===== src/rtl/tail_light_seq_pkg.sv =====
// Shared types and helpers for the N-lamp tail-light sequencer.
package tail_light_seq_pkg;

  typedef enum logic [1:0] {
    MODE_OFF    = 2'b00,
    MODE_SEQ    = 2'b01,
    MODE_HAZARD = 2'b10,
    MODE_BRAKE  = 2'b11
  } mode_e;

  localparam int MAX_LAMPS = 32;

  // Fill mask for a sweep phase: bits [phase:0] lit, the phase equal to num_lamps is all-off.
  function automatic logic [MAX_LAMPS-1:0] seq_decode(input int phase, input int num_lamps);
    logic [MAX_LAMPS-1:0] m;
    m = '0;
    for (int i = 0; i < MAX_LAMPS; i++) begin
      if (phase < num_lamps && i <= phase) m[i] = 1'b1;
    end
    return m;
  endfunction

endpackage


===== src/rtl/tail_light_seq_if.sv =====
// Control/lamp bundle between the vehicle-mode logic and the sequencer.
interface tail_light_seq_if #(parameter int NUM_LAMPS = 3);

  logic                          en;
  tail_light_seq_pkg::mode_e     mode;
  logic [NUM_LAMPS-1:0]          light;
  logic                          sweep_done;

  modport master (output en, output mode, input light, input sweep_done);
  modport slave  (input en, input mode, output light, output sweep_done);

endinterface


===== src/rtl/tick_divider.sv =====
// Step-rate divider: one tick every DIV enabled cycles, clearable.
module tick_divider #(
  parameter int DIV = 1
) (
  input  logic clk,
  input  logic reset_n,
  input  logic en,
  input  logic clr,
  output logic tick
);

  localparam int DW = (DIV > 1) ? $clog2(DIV) : 1;

  logic [DW-1:0] div_cnt;

  assign tick = en && (div_cnt == DW'(DIV - 1));

  always_ff @(posedge clk or negedge reset_n) begin
    if (!reset_n) begin
      div_cnt <= '0;
    end else if (clr) begin
      div_cnt <= '0;
    end else if (en) begin
      div_cnt <= tick ? '0 : div_cnt + DW'(1);
    end
  end

endmodule


===== src/rtl/tail_light_seq.sv =====
// N-lamp tail-light sequencer: progressive fill, hazard blink and brake modes.
module tail_light_seq #(
  parameter int NUM_LAMPS = 3,
  parameter int TICK_DIV  = 1
) (
  input logic             clk,
  input logic             reset_n,
  tail_light_seq_if.slave bus
);
  import tail_light_seq_pkg::*;

  localparam int PW = $clog2(NUM_LAMPS + 1);
  localparam logic [PW-1:0] PH_OFF  = PW'(NUM_LAMPS);
  localparam logic [PW-1:0] PH_LAST = PW'(NUM_LAMPS - 1);

  logic [PW-1:0]        phase, phase_nxt;
  logic                 blink, blink_nxt;
  mode_e                mode_q;
  logic                 restart, tick, step, div_en, div_clr;
  logic [NUM_LAMPS-1:0] light_q, light_nxt;
  logic                 done_q, done_nxt;

  // Any mode change restarts the pattern and swallows a coincident tick.
  assign restart = (bus.mode != mode_q);
  assign div_en  = bus.en && (bus.mode == MODE_SEQ || bus.mode == MODE_HAZARD);
  assign div_clr = restart || (bus.mode == MODE_OFF);
  assign step    = tick && !restart;

  tick_divider #(.DIV(TICK_DIV)) u_div (
    .clk     (clk),
    .reset_n (reset_n),
    .en      (div_en),
    .clr     (div_clr),
    .tick    (tick)
  );

  always_ff @(posedge clk or negedge reset_n) begin
    if (!reset_n) begin
      phase  <= PH_OFF;
      blink  <= 1'b0;
      mode_q <= MODE_OFF;
    end else begin
      phase  <= phase_nxt;
      blink  <= blink_nxt;
      mode_q <= bus.mode;
    end
  end

  always_comb begin
    phase_nxt = phase;
    blink_nxt = blink;
    if (restart || bus.mode == MODE_OFF) begin
      phase_nxt = PH_OFF;
      blink_nxt = 1'b0;
    end else if (step) begin
      case (bus.mode)
        MODE_SEQ:    phase_nxt = (phase == PH_OFF) ? '0 : phase + PW'(1);
        MODE_HAZARD: blink_nxt = ~blink;
        default:     ;
      endcase
    end
  end

  // Brake and off override the lamps even on a restart edge; seq/hazard only move on a step.
  always_comb begin
    light_nxt = light_q;
    done_nxt  = 1'b0;
    case (bus.mode)
      MODE_OFF:   light_nxt = '0;
      MODE_BRAKE: light_nxt = '1;
      MODE_SEQ: begin
        if (step) begin
          light_nxt = NUM_LAMPS'(seq_decode(32'(phase_nxt), NUM_LAMPS));
          done_nxt  = (phase == PH_LAST);
        end
      end
      MODE_HAZARD: begin
        if (step) light_nxt = {NUM_LAMPS{~blink}};
      end
      default: ;
    endcase
  end

  always_ff @(posedge clk or negedge reset_n) begin
    if (!reset_n) begin
      light_q <= '0;
      done_q  <= 1'b0;
    end else begin
      light_q <= light_nxt;
      done_q  <= done_nxt;
    end
  end

  assign bus.light      = light_q;
  assign bus.sweep_done = done_q;

endmodule

===== src/flat_wrapper.sv =====
// flat-port wrapper written by rule: the top's interface ports become plain ports
module tail_light_seq_flat import tail_light_seq_pkg::*;
#(
  parameter int NUM_LAMPS = 3,
  parameter int TICK_DIV  = 1
)
  (clk, reset_n, bus_en, bus_mode, bus_light, bus_sweep_done);
  tail_light_seq_if #(.NUM_LAMPS(NUM_LAMPS)) bus_i ();
  input logic clk;
  input logic reset_n;
  input wire logic [$bits(bus_i.en)-1:0] bus_en;
  input wire logic [$bits(bus_i.mode)-1:0] bus_mode;
  output wire logic [$bits(bus_i.light)-1:0] bus_light;
  output wire logic [$bits(bus_i.sweep_done)-1:0] bus_sweep_done;
  assign bus_i.en = bus_en;
  assign bus_i.mode = bus_mode;
  assign bus_light = bus_i.light;
  assign bus_sweep_done = bus_i.sweep_done;
  tail_light_seq #(.NUM_LAMPS(NUM_LAMPS), .TICK_DIV(TICK_DIV)) u_core (.clk(clk), .reset_n(reset_n), .bus(bus_i));
endmodule

===== config.mk =====
export PLATFORM = sky130hd
export DESIGN_NAME = tail_light_seq_flat
export DESIGN_NICKNAME = d
export VERILOG_FILES = /design/src/rtl/tail_light_seq_pkg.sv /design/src/rtl/tail_light_seq_if.sv /design/src/rtl/tick_divider.sv /design/src/rtl/tail_light_seq.sv /design/src/flat_wrapper.sv
export SDC_FILE = /design/constraint.sdc
export NUM_CORES = 1
export LEC_CHECK = 0
export CORE_AREA = 2 2 39 41
export CTS_CLUSTER_SIZE = 12
export DETAILED_ROUTE_END_ITERATION = 10
export DIE_AREA = 0 0 41 43
export HOLD_SLACK_MARGIN = 0.1
export PLACE_DENSITY = 0.75
export SYNTH_ARGS = -nofsm -noshare
export SYNTH_HDL_FRONTEND = slang
export SYNTH_SLANG_ARGS = --single-unit

===== constraint.sdc =====
create_clock -name clk -period 2.5 [get_ports clk]
set_input_delay 0.5 -clock clk [delete_from_list [all_inputs] [get_ports clk]]
set_output_delay 0.5 -clock clk [all_outputs]
set_load 0.02 [all_outputs]

# Word level (Yosys, flattened, before mapping)
# Index checks and enable logic that the tools add are counted.
word_totals:
  memories: 0
  latchBits: 0
  ff_bits: 10
  out_inout_bits: 4
  ramBits: 0
  romBits: 0
  wordCells: 53
op_classes:
  reduce_logical: 14
  add_sub_neg: 2
  div_mod_pow: 0
  n_mul: 0
  bitwise_logic: 2
  mux: 18
  n_shift: 0
  order_cmp: 3
  n_eq_ne: 8
op_table:
  columns: ["op", "n"]
  rows:
  - ["3-bit one-hot mux with 4 select lines", 1]
  - ["1-bit two-way mux", 11]
  - ["2-bit == test, second input constant", 4]
  - ["2-bit two-way mux", 4]
  - ["3-bit two-way mux", 2]
  - ["2-bit nonzero test", 3]
  - ["1-bit logical AND", 5]
  - ["2-bit by 1-bit inequality test with 1-bit output, second input constant", 2]
  - ["2-bit AND reduction", 2]
  - ["2-bit by 1-bit adder with 2-bit output, second input constant", 1]
  - ["2-bit by 1-bit == test with 1-bit output, second input constant", 1]
  - ["1-bit by 2-bit <= comparator with 1-bit output, first input constant", 1]
  - ["2-bit <= comparator, first input constant", 1]
  - ["2-bit logical NOT", 1]
  - ["1-bit logical OR", 2]
  - ["2-bit less-than comparator, second input constant", 1]
  - ["2-bit inequality test", 1]
  - ["1-bit inverter", 2]
  - ["1-bit adder, second input constant", 1]
  - ["1-bit logical NOT", 1]

# Depth between registers and ports, before layout
# Gate-level depths: netlist of the first run.
logic_depth:
  ltp_word: 12
  mapped_depth: 9

# Hierarchy
# From an unflattened synthesis of the first run, not the netlist that was laid out.
unflattened:
  cells_unflattened: 53
  area_unflattened_um2: 615.6
by_module_without_submodules:
  columns: ["module", "instances", "cells_each", "area_each_um2"]
  rows:
  - ["tail_light_seq", 1, 50, 569.3]
  - ["tick_divider", 1, 3, 46.3]

# Worst setup path after synthesis of the first run
# No wires, ideal clock.
synth_timing:
  path_type: "input port to flip-flop"
  from: "in bus_mode[0]"
  to: "reg u_core.light_q[2] (netlist: u_core.bus.light[2])"
  path_stages: 9
  n_path_buf: 0
  arrival_time_ns: 2.093
  setup_slack_ns: 0.279
  required_ns: 2.372
  path_cell_list: "inv_1 > ha_1 > nand4b_1 > or3_1 > and3_1 > ha_1 > nand2_1 > a31oi_1 > mux2_1"
synth_between:
  elab_chain_cells: 12
  elab_cells_between_ends: 23
synth_lines:
  columns: ["item", "line", "source"]
  rows:
  - ["from (decl)", "flat_wrapper.sv:12", "input wire logic [$bits(bus_i.mode)-1:0] bus_mode;"]
  - ["2-bit by 1-bit == test with 1-bit output or 2-bit == test (tied branches)", "tail_light_seq.sv:25, tail_light_seq.sv:56, tail_light_seq.sv:68", null]
  - ["1-bit logical OR", "tail_light_seq.sv:25", "assign div_en = bus.en && (bus.mode == MODE_SEQ || bus.mode == MODE_HAZARD);"]
  - ["1-bit logical AND", "tail_light_seq.sv:25", null]
  - ["1-bit logical AND", "tick_divider.sv:16", "assign tick = en && (div_cnt == DW'(DIV - 1));"]
  - ["1-bit logical AND", "tail_light_seq.sv:27", "assign step = tick && !restart;"]
  - ["2-bit two-way mux", "tail_light_seq.sv:55", "end else if (step) begin"]
  - ["2-bit two-way mux", "tail_light_seq.sv:52", "if (restart || bus.mode == MODE_OFF) begin"]
  - ["2-bit less-than comparator or 2-bit <= comparator (tied branches)", "tail_light_seq_pkg.sv:18", "if (phase < num_lamps && i <= phase) m[i] = 1'b1;"]
  - ["1-bit logical AND", "tail_light_seq_pkg.sv:18", null]
  - ["1-bit two-way mux", "tail_light_seq_pkg.sv:18", null]
  - ["3-bit two-way mux", "tail_light_seq.sv:72", "if (step) begin"]
  - ["3-bit one-hot mux with 4 select lines", "tail_light_seq.sv:68", "case (bus.mode)"]
  - ["to (signal assigned)", "tail_light_seq.sv:89", "light_q <= light_nxt;"]
  - ["to (decl)", "tail_light_seq.sv:20", "logic [NUM_LAMPS-1:0] light_q, light_nxt;"]
# Parallel ways exist; a longest one is shown, timed or not. The select of a mux whose other input is x is not followed.
# A chain may end at the register's enable or synchronous reset.

# Final worst setup path of the first run
layout_timing:
  from: "in bus_en"
  to: "reg u_core.light_q[2] (netlist: u_core.bus.light[2])"
layout_between:
  elab_chain_cells: 10
  elab_cells_between_ends: 14
layout_lines:
  columns: ["item", "line", "source"]
  rows:
  - ["from (decl)", "flat_wrapper.sv:11", "input wire logic [$bits(bus_i.en)-1:0] bus_en;"]
  - ["1-bit logical AND (*)", "tail_light_seq.sv:25", null]
  - ["1-bit logical AND (*)", "tick_divider.sv:16", null]
  - ["1-bit logical AND (*)", "tail_light_seq.sv:27", null]
  - ["2-bit two-way mux", "tail_light_seq.sv:55", null]
  - ["2-bit two-way mux", "tail_light_seq.sv:52", null]
  - ["2-bit less-than comparator or 2-bit <= comparator (tied branches)", "tail_light_seq_pkg.sv:18", null]
  - ["1-bit logical AND", "tail_light_seq_pkg.sv:18", null]
  - ["1-bit two-way mux", "tail_light_seq_pkg.sv:18", null]
  - ["3-bit two-way mux", "tail_light_seq.sv:72", null]
  - ["3-bit one-hot mux with 4 select lines", "tail_light_seq.sv:68", null]
# Every way passes the cells marked *; elsewhere a longest branch is shown, timed or not. The select of a mux whose other input is x is not followed.

==> results of run 1 <==
==> layout by cell type, fill, tap and decap left out, types with 2 or more instances in the layout <==
cell type / instances
clkbuf_4: 3
buf_4: 12
dfstp_2: 2
inv_2: 2
dlymetal6s2s_1: 2
xor2_1: 2
nand2_1: 5
nand4b_1: 2
dfrtp_1: 8
inv_1: 2
mux2_1: 3
nand2b_1: 2
ha_1: 8
clkdlybuf4s50_1: 6
a31oi_1: 3
and3_1: 2
==> per-layer routing <==
metal  track usage, %  wire length [µm]
met2             27.2               646
met1             18.8               494
met3             7.85                58
met4             6.67                 9
met5                0                 0
==> registers in the layout (all words and copies together), names as in the netlist <==
register and cells:
u_core.blink 1, u_core.bus.light 3, u_core.bus.sweep_done 1, u_core.mode_q 2, u_core.phase 2, u_core.u_div.div_cnt 1
==> power by group <==
part	total (µW)	switching [µW]	internal, µW
Sequential	177	4.85	172
Combinational	94.1	45.4	48.7
Clock	148	59.2	88.6
Total	419	109	309
==> stage by stage <==
stage          area [µm²]  utilization [%]  setup TNS (ns)  power (µW)
4_1_cts               808             58.4               0         419
5_1_grt               842             60.8               0         443
3_5_place_dp          759             54.9          -0.804         267
3_3_place_gp          759             54.9          -0.675         265
6_report              842             60.8               0         419
2_1_floorplan         577                -               0         218
==> worst paths after layout <==
path,startpoint,endpoint,cells past startpoint
worst max-delay path,bus_en,u_core.bus.light[2],8
worst min-delay path,u_core.bus.light[2],u_core.bus.light[2],1
worst max register to register,u_core.phase[0],u_core.bus.light[1],7
worst min register to register,u_core.bus.light[2],u_core.bus.light[2],1
max in group asynchronous,reset_n,u_core.phase[1],1
min in group asynchronous,reset_n,u_core.bus.light[1],1
==> critical path: stages <==
cell and delay, ns:
clkdlybuf4s50_1 0.53, nand4b_1 0.19, or3_4 0.42, and3_1 0.17
ha_1 0.18, nand2_1 0.07, a31oi_1 0.07, mux2_1 0.27
==> synth_stat cells <==
cell type | instances | area, µm²
o32a_1 | 1 | 10.0
nand4b_1 | 2 | 17.5
nor4b_1 | 1 | 8.76
dfstp_2 | 2 | 52.6
inv_1 | 4 | 15.0
ha_1 | 9 | 113
a31oi_1 | 3 | 18.8
nand2b_1 | 2 | 12.5
and3_1 | 2 | 12.5
or3_1 | 1 | 6.26
nand2_1 | 5 | 18.8
and2_1 | 1 | 6.26
nand3_1 | 1 | 5.00
o211ai_1 | 1 | 7.51
mux2_1 | 3 | 33.8
nand3b_1 | 1 | 7.51
nor3_1 | 1 | 5.00
xor2_1 | 2 | 17.5
xnor2_1 | 1 | 8.76
dfrtp_1 | 8 | 200
==> layout make-up <==
class	count	area share [%]
multi-input cells	37	40.7
flip-flops and latches	10	30.0
repair buffers	20	20.8
clock buffers	4	4.31
well taps	16	2.38
inverters	4	1.78
==> what timing repair did <==
item,in CTS,in global routing
pin swaps,1,3
endpoints found under the hold margin,0,0
endpoints found under the setup margin,1,2
hold buffers,0,0
buffers inserted,1,0
gates resized for setup,1,8
==> cells by family (layout without fill, tap and decap cells) <==
kind of cell / Yosys count / after routing / synth area share, %
xor gates and xnor gates: 3 / 3 / 4.56
adders and majority gates: 9 / 9 / 19.5
muxes: 3 / 3 / 5.86
DFF: 10 / 10 / 43.8
AOI/OAI and AO/OA: 5 / 5 / 6.29
buffers and inverters: 4 / 28 / 2.60
and+or+nand+nor: 17 / 17 / 17.4
==> flow_metrics.py, run 1 <==
metrics = {
    "global_route": {
        "grt_pass1_vias": 454,
        "grt_max_degree": 11,
        "grt.overflow.total": 0,
        "track_usage_pct": 17.1,
        "antenna_found_initial": 0,
        "grt_pass1_wl_um": 1930,
    },
    "timing": {
        "slew-limit-headroom_pct": 68.7,
        "skew_ns": 0.00601,
        "finalCritPeriodShare_pct": 89.8,
        "max_freq_mhz": 445,
        "rsz0062_at_grt": "false",
        "worstMarginPinSlew_ns": 0.468,
        "setup_viol": 0,
        "fin_crit_ns": 2.25,
        "final-hold-violation-count": 0,
        "final-max-slew-violation-count": 0,
        "worst_slack_ns": 0.254,
        "worst_hold_slack_ns": 0.488,
    },
    "layout": {
        "instances_no_fill": 91,
        "nets": 90,
        "regArea_um2": 253,
        "drive_above_1_share_pct": 32.0,
        "n_fill_cell": 119,
        "syn_to_final_growth_pct": 46.0,
        "diodes": 0,
        "multi_input_comb_area_um2": 343,
    },
    "floorplan": {
        "core_region_area_um2": 1380,
        "row_count": 14,
        "start_util_pct": 41.7,
        "die_area_um2": 1760,
        "boundaryPins": 9,
        "die_height_um": 43,
        "die_w_um": 41,
    },
    "routing": {
        "drt_first_pass_iters": 3,
        "ant_nets": 0,
        "viasPerCell": 4.97,
        "wirelength_um": 1210,
        "avgRoutedWirePerCell_um": 13.3,
        "drc": 0,
        "initialDrtViolationCount": 10,
        "num_vias": 452,
    },
    "place": {
        "port-buffer-count": 8,
        "dp_hpwl_um": 870,
        "dp_slack_ns": -0.325,
        "place_congestion": 0.762,
        "post-place-cells": 86,
    },
    "logic_synthesis": {
        "synth_nets": 65,
        "avgSynthCellArea_um2": 11.3,
        "synth_cells": 51,
        "ys_ff_latch": 10,
        "seq_area_frac_synth_pct": 43.8,
        "ys_warn_count": 0,
        "syn_area_um2": 577,
        "yosysUniqueCellTypes": 20,
    },
    "critical_path": {
        "setup.worst_path.class": "in2reg",
        "worstSetupEndpointType": "register",
        "r2r_slack_ns": 0.55,
        "start_kind": "input port",
        "crit_fanout": 4,
        "cp.arrival_ns": 2.41,
        "crit_required_ns": 2.66,
    },
    "cts": {
        "clk_latency_ns": 0.27,
        "path_clk_slew_ns": 0.07,
        "clock-root-buffer": "clkbuf_4",
        "cts_tree": "built",
        "htreeDepth": 1,
        "clock_path_buffers": 2,
        "clock_sinks": 10,
        "numCtsBuffers": 3,
    },
    "hold_path": {
        "hp-class": "reg2reg",
    },
    "power": {
        "powerDensity_nw_per_um2": 497,
        "vdd_drop_max_mv": 0.225,
        "p_leak_uw": 0.000415,
    },
    "run_status": {
        "status": "finished, final reports clean",
    },
    "job": {
        "max_cap_viol_count": 0,
    },
}
(Power assumes the default switching activity.)
==> inputs of run 2 (changes only) <==
ABC_AREA = 1   (was not set)
CORE_AREA = not set   (was 2 2 39 41)
CORE_MARGIN = 1   (was not set)
CORE_UTILIZATION = 52   (was not set)
DIE_AREA = not set   (was 0 0 41 43)
PLACE_DENSITY = 0.84   (was 0.75)
==> run 2 against run 1 <==
  * First-iteration DRC count grew 110%
  * Flip-flop and latch count is the same
  * Via count grew 41%
  * Sequential share of layout area shrank 2.5 points
  * Highest routed layer is now met3
  * Final cell count grew 33%
  * Wire length grew 25%
  * Power grew 0.25%
  * Sequential power grew 3%
==> flow_metrics.py, run 2 <==
metrics = {
    "logic_synthesis": {
        "synth-edff-count": 0,
        "yosysUniqueCellTypes": 24,
        "ys_warn_count": 0,
        "synth_top_area_share_pct": 28.2,
        "avgSynthCellArea_um2": 8.46,
        "syn_area_um2": 711,
        "synth_nets": 98,
        "seq_area_frac_synth_pct": 35.6,
        "synth_commonest_cells": "nand2_1 (20), ha_1 (9), inv_1 (9), nand3_1 (9), dfrtp_1 (8)",
        "ys_ff_latch": 10,
        "synth_cells": 84,
        "yosysMostFrequentCell": "nand2_1",
        "synth-main-ff-cell": "dfrtp_1",
        "yosysTopAreaCell": "dfrtp_1",
        "synth_area_leaders": "dfrtp_1 (28%), ha_1 (16%), nand2_1 (11%)",
        "async_flop_share_pct": 100,
    },
    "timing": {
        "tns_ns": 0,
        "skew_ns": 0.0115,
        "final-max-slew-violation-count": 0,
        "rsz0062_at_grt": "false",
        "setup_viol": 0,
        "fin_crit_ns": 2.33,
        "max_freq_mhz": 429,
        "final-hold-violation-count": 0,
        "slew-limit-headroom_pct": 69.7,
        "worstMarginPinSlew_ns": 0.453,
        "finalCritPeriodShare_pct": 93.3,
    },
    "global_route": {
        "grt_max_degree": 11,
        "grt_pass1_wl_um": 2520,
        "grt.overflow.total": 0,
        "antenna_found_initial": 0,
        "grt_pass1_vias": 583,
        "track_usage_pct": 25.6,
    },
    "power": {
        "powerDensity_nw_per_um2": 456,
        "p_leak_uw": 0.000490,
        "vdd_drop_max_mv": 0.448,
    },
    "cts": {
        "ctsHoldBuffers": 0,
        "numCtsBuffers": 3,
        "path_clk_slew_ns": 0.06,
        "clk_latency_ns": 0.27,
        "cts_tree": "built",
        "clock-root-buffer": "clkbuf_4",
        "clock_path_buffers": 2,
        "clock_sinks": 10,
        "htreeDepth": 1,
    },
    "critical_path": {
        "crit_top_cell": "nand2_1",
        "crit_required_ns": 2.65,
        "setup.worst_path.class": "in2reg",
        "critical_path.cell_chain": "clkdlybuf4s50_1, inv_2, ha_1, nand2_1, nor2_2, nand3_4, nand2_1, o211ai_1, ha_1, a21o_1, nand3_1, nand2_1",
        "worstSetupEndpointType": "register",
        "critPathSlowestCell": "clkdlybuf4s50_1",
        "crit_fanout": 6,
        "critPathMaxStageDelay_ns": 0.49,
        "cp.arrival_ns": 2.49,
        "start_kind": "input port",
    },
    "routing": {
        "wirelength_um": 1510,
        "initialDrtViolationCount": 21,
        "ant_nets": 0,
        "drt_first_pass_iters": 4,
        "num_vias": 639,
        "drc": 0,
        "viasPerCell": 5.28,
        "avgRoutedWirePerCell_um": 12.5,
    },
    "layout": {
        "final_area_um2": 920,
        "drive_above_1_share_pct": 26.2,
        "layout_common_cells": "nand2_1 (20), buf_4 (11), inv_1 (9), nand3_1 (9), ha_1 (9)",
        "syn_to_final_growth_pct": 29.4,
        "nets": 122,
        "diodes": 0,
        "final_common_cell": "nand2_1",
        "largest_reg_flops": 3,
    },
    "floorplan": {
        "row_count": 12,
        "boundaryPins": 9,
        "die_height_um": 39.0,
        "die_w_um": 39.0,
        "die_area_um2": 1520,
        "core_region_area_um2": 1190,
        "start_util_pct": 59.9,
    },
    "job": {
        "max_cap_viol_count": 0,
    },
    "place": {
        "port-buffer-count": 8,
        "dp_hpwl_um": 1150,
        "dpl-instance-area_um2": 891,
        "place_congestion": 0.833,
    },
    "run_status": {
        "status": "finished, final reports clean",
    },
    "hold_path": {
        "hp-class": "reg2reg",
    },
}
==> run 2: cell types whose count changed in the layout (fill, tap and decap cells not counted), sizes merged, moves of 3 or more <==
cell / change
mux2: -3
inv: +7
a31oi: -3
nor2: +6
nand2: +19
nand3: +9
==> run 2: kinds of logic (layout without fill, tap and decap cells) <==
family,Yosys count,count (layout),synth area share [%]
xor+xnor,1,1,2.29
buf+inv,12,35,6.34
simple gates,43,43,31.5
fa+ha+maj,9,9,15.8
flops,10,10,35.6
compound gates,9,9,8.45
==> run 2: cell type report <==
cell class / instances / area, µm²
tap: 14 / 17.5
timing repair buffer: 19 / 163
clock buffer: 4 / 26.3
fill: 78 / 267
inverter: 12 / 45.0
sequential: 10 / 253
multi-input combinational: 62 / 415
==> run 2: power breakdown <==
part           total, µW  leakage [µW]  internal [µW]  switching (µW)
combinational        116      0.000351           51.9            63.8
sequential           183      0.000124            174            9.45
clock                121     0.0000150           61.7            59.3
==> run 2: final timing paths <==
path                                    endpoint                 from  depth (start not counted)  slack [ns]
max in group asynchronous        u_core.phase[0]              reset_n                          1        1.61
max                          u_core.bus.light[1]          bus_mode[0]                         12        0.17
min in group asynchronous  u_core.bus.sweep_done              reset_n                          1        0.54
min                          u_core.bus.light[0]  u_core.bus.light[0]                          2        0.51
min reg2reg                  u_core.bus.light[0]  u_core.bus.light[0]                          2        0.51
max reg2reg                  u_core.bus.light[1]      u_core.phase[0]                          9        0.51
==> run 2: worst max-delay path, delay by kind of cell <==
| family | cells | cell delay [ns] |
|---|---|---|
| AO/OA/AOI/OAI | 2 | 0.29 |
| buffers and inverters | 2 | 0.54 |
| AND/OR/NAND/NOR | 6 | 0.59 |
| adder cells (fa/ha/maj) | 2 | 0.56 |
==> run 2: metal layers <==
metal | vias up | track usage [%] | part of all wire [%] | wire length, µm
met5 | - | 0 | 0 | 0
met4 | 0 | 10.3 | 0 | 0
met3 | 0 | 5.20 | 5.3 | 80
met2 | 21 | 44.2 | 53 | 805
met1 | 300 | 30.5 | 41 | 625
li1 | 318 | - | - | -
==> run 2: what timing repair did <==
| item | CTS | global route |
|---|---|---|
| hold endpoints to repair | 0 | 0 |
| gates resized for setup | 0 | 1 |
| buffers inserted | 0 | 0 |
| endpoints found under the setup margin | 0 | 1 |
==> run 2: through the flow <==
| step | hold slack (ns) | power [µW] | std cells | util [%] | setup WS, ns |
|---|---|---|---|---|---|
| floorplan | 0.204 | 248 | 84 | - | 0.467 |
| global placement | 0.491 | 295 | 117 | 75.1 | -0.0816 |
| global route | 0.536 | 443 | 121 | 77.5 | 0.0189 |
| finish | 0.513 | 420 | 121 | 77.5 | 0.166 |
| CTS | 0.512 | 423 | 121 | 77.3 | 0.102 |
| detailed placement | 0.495 | 300 | 117 | 75.1 | -0.123 |
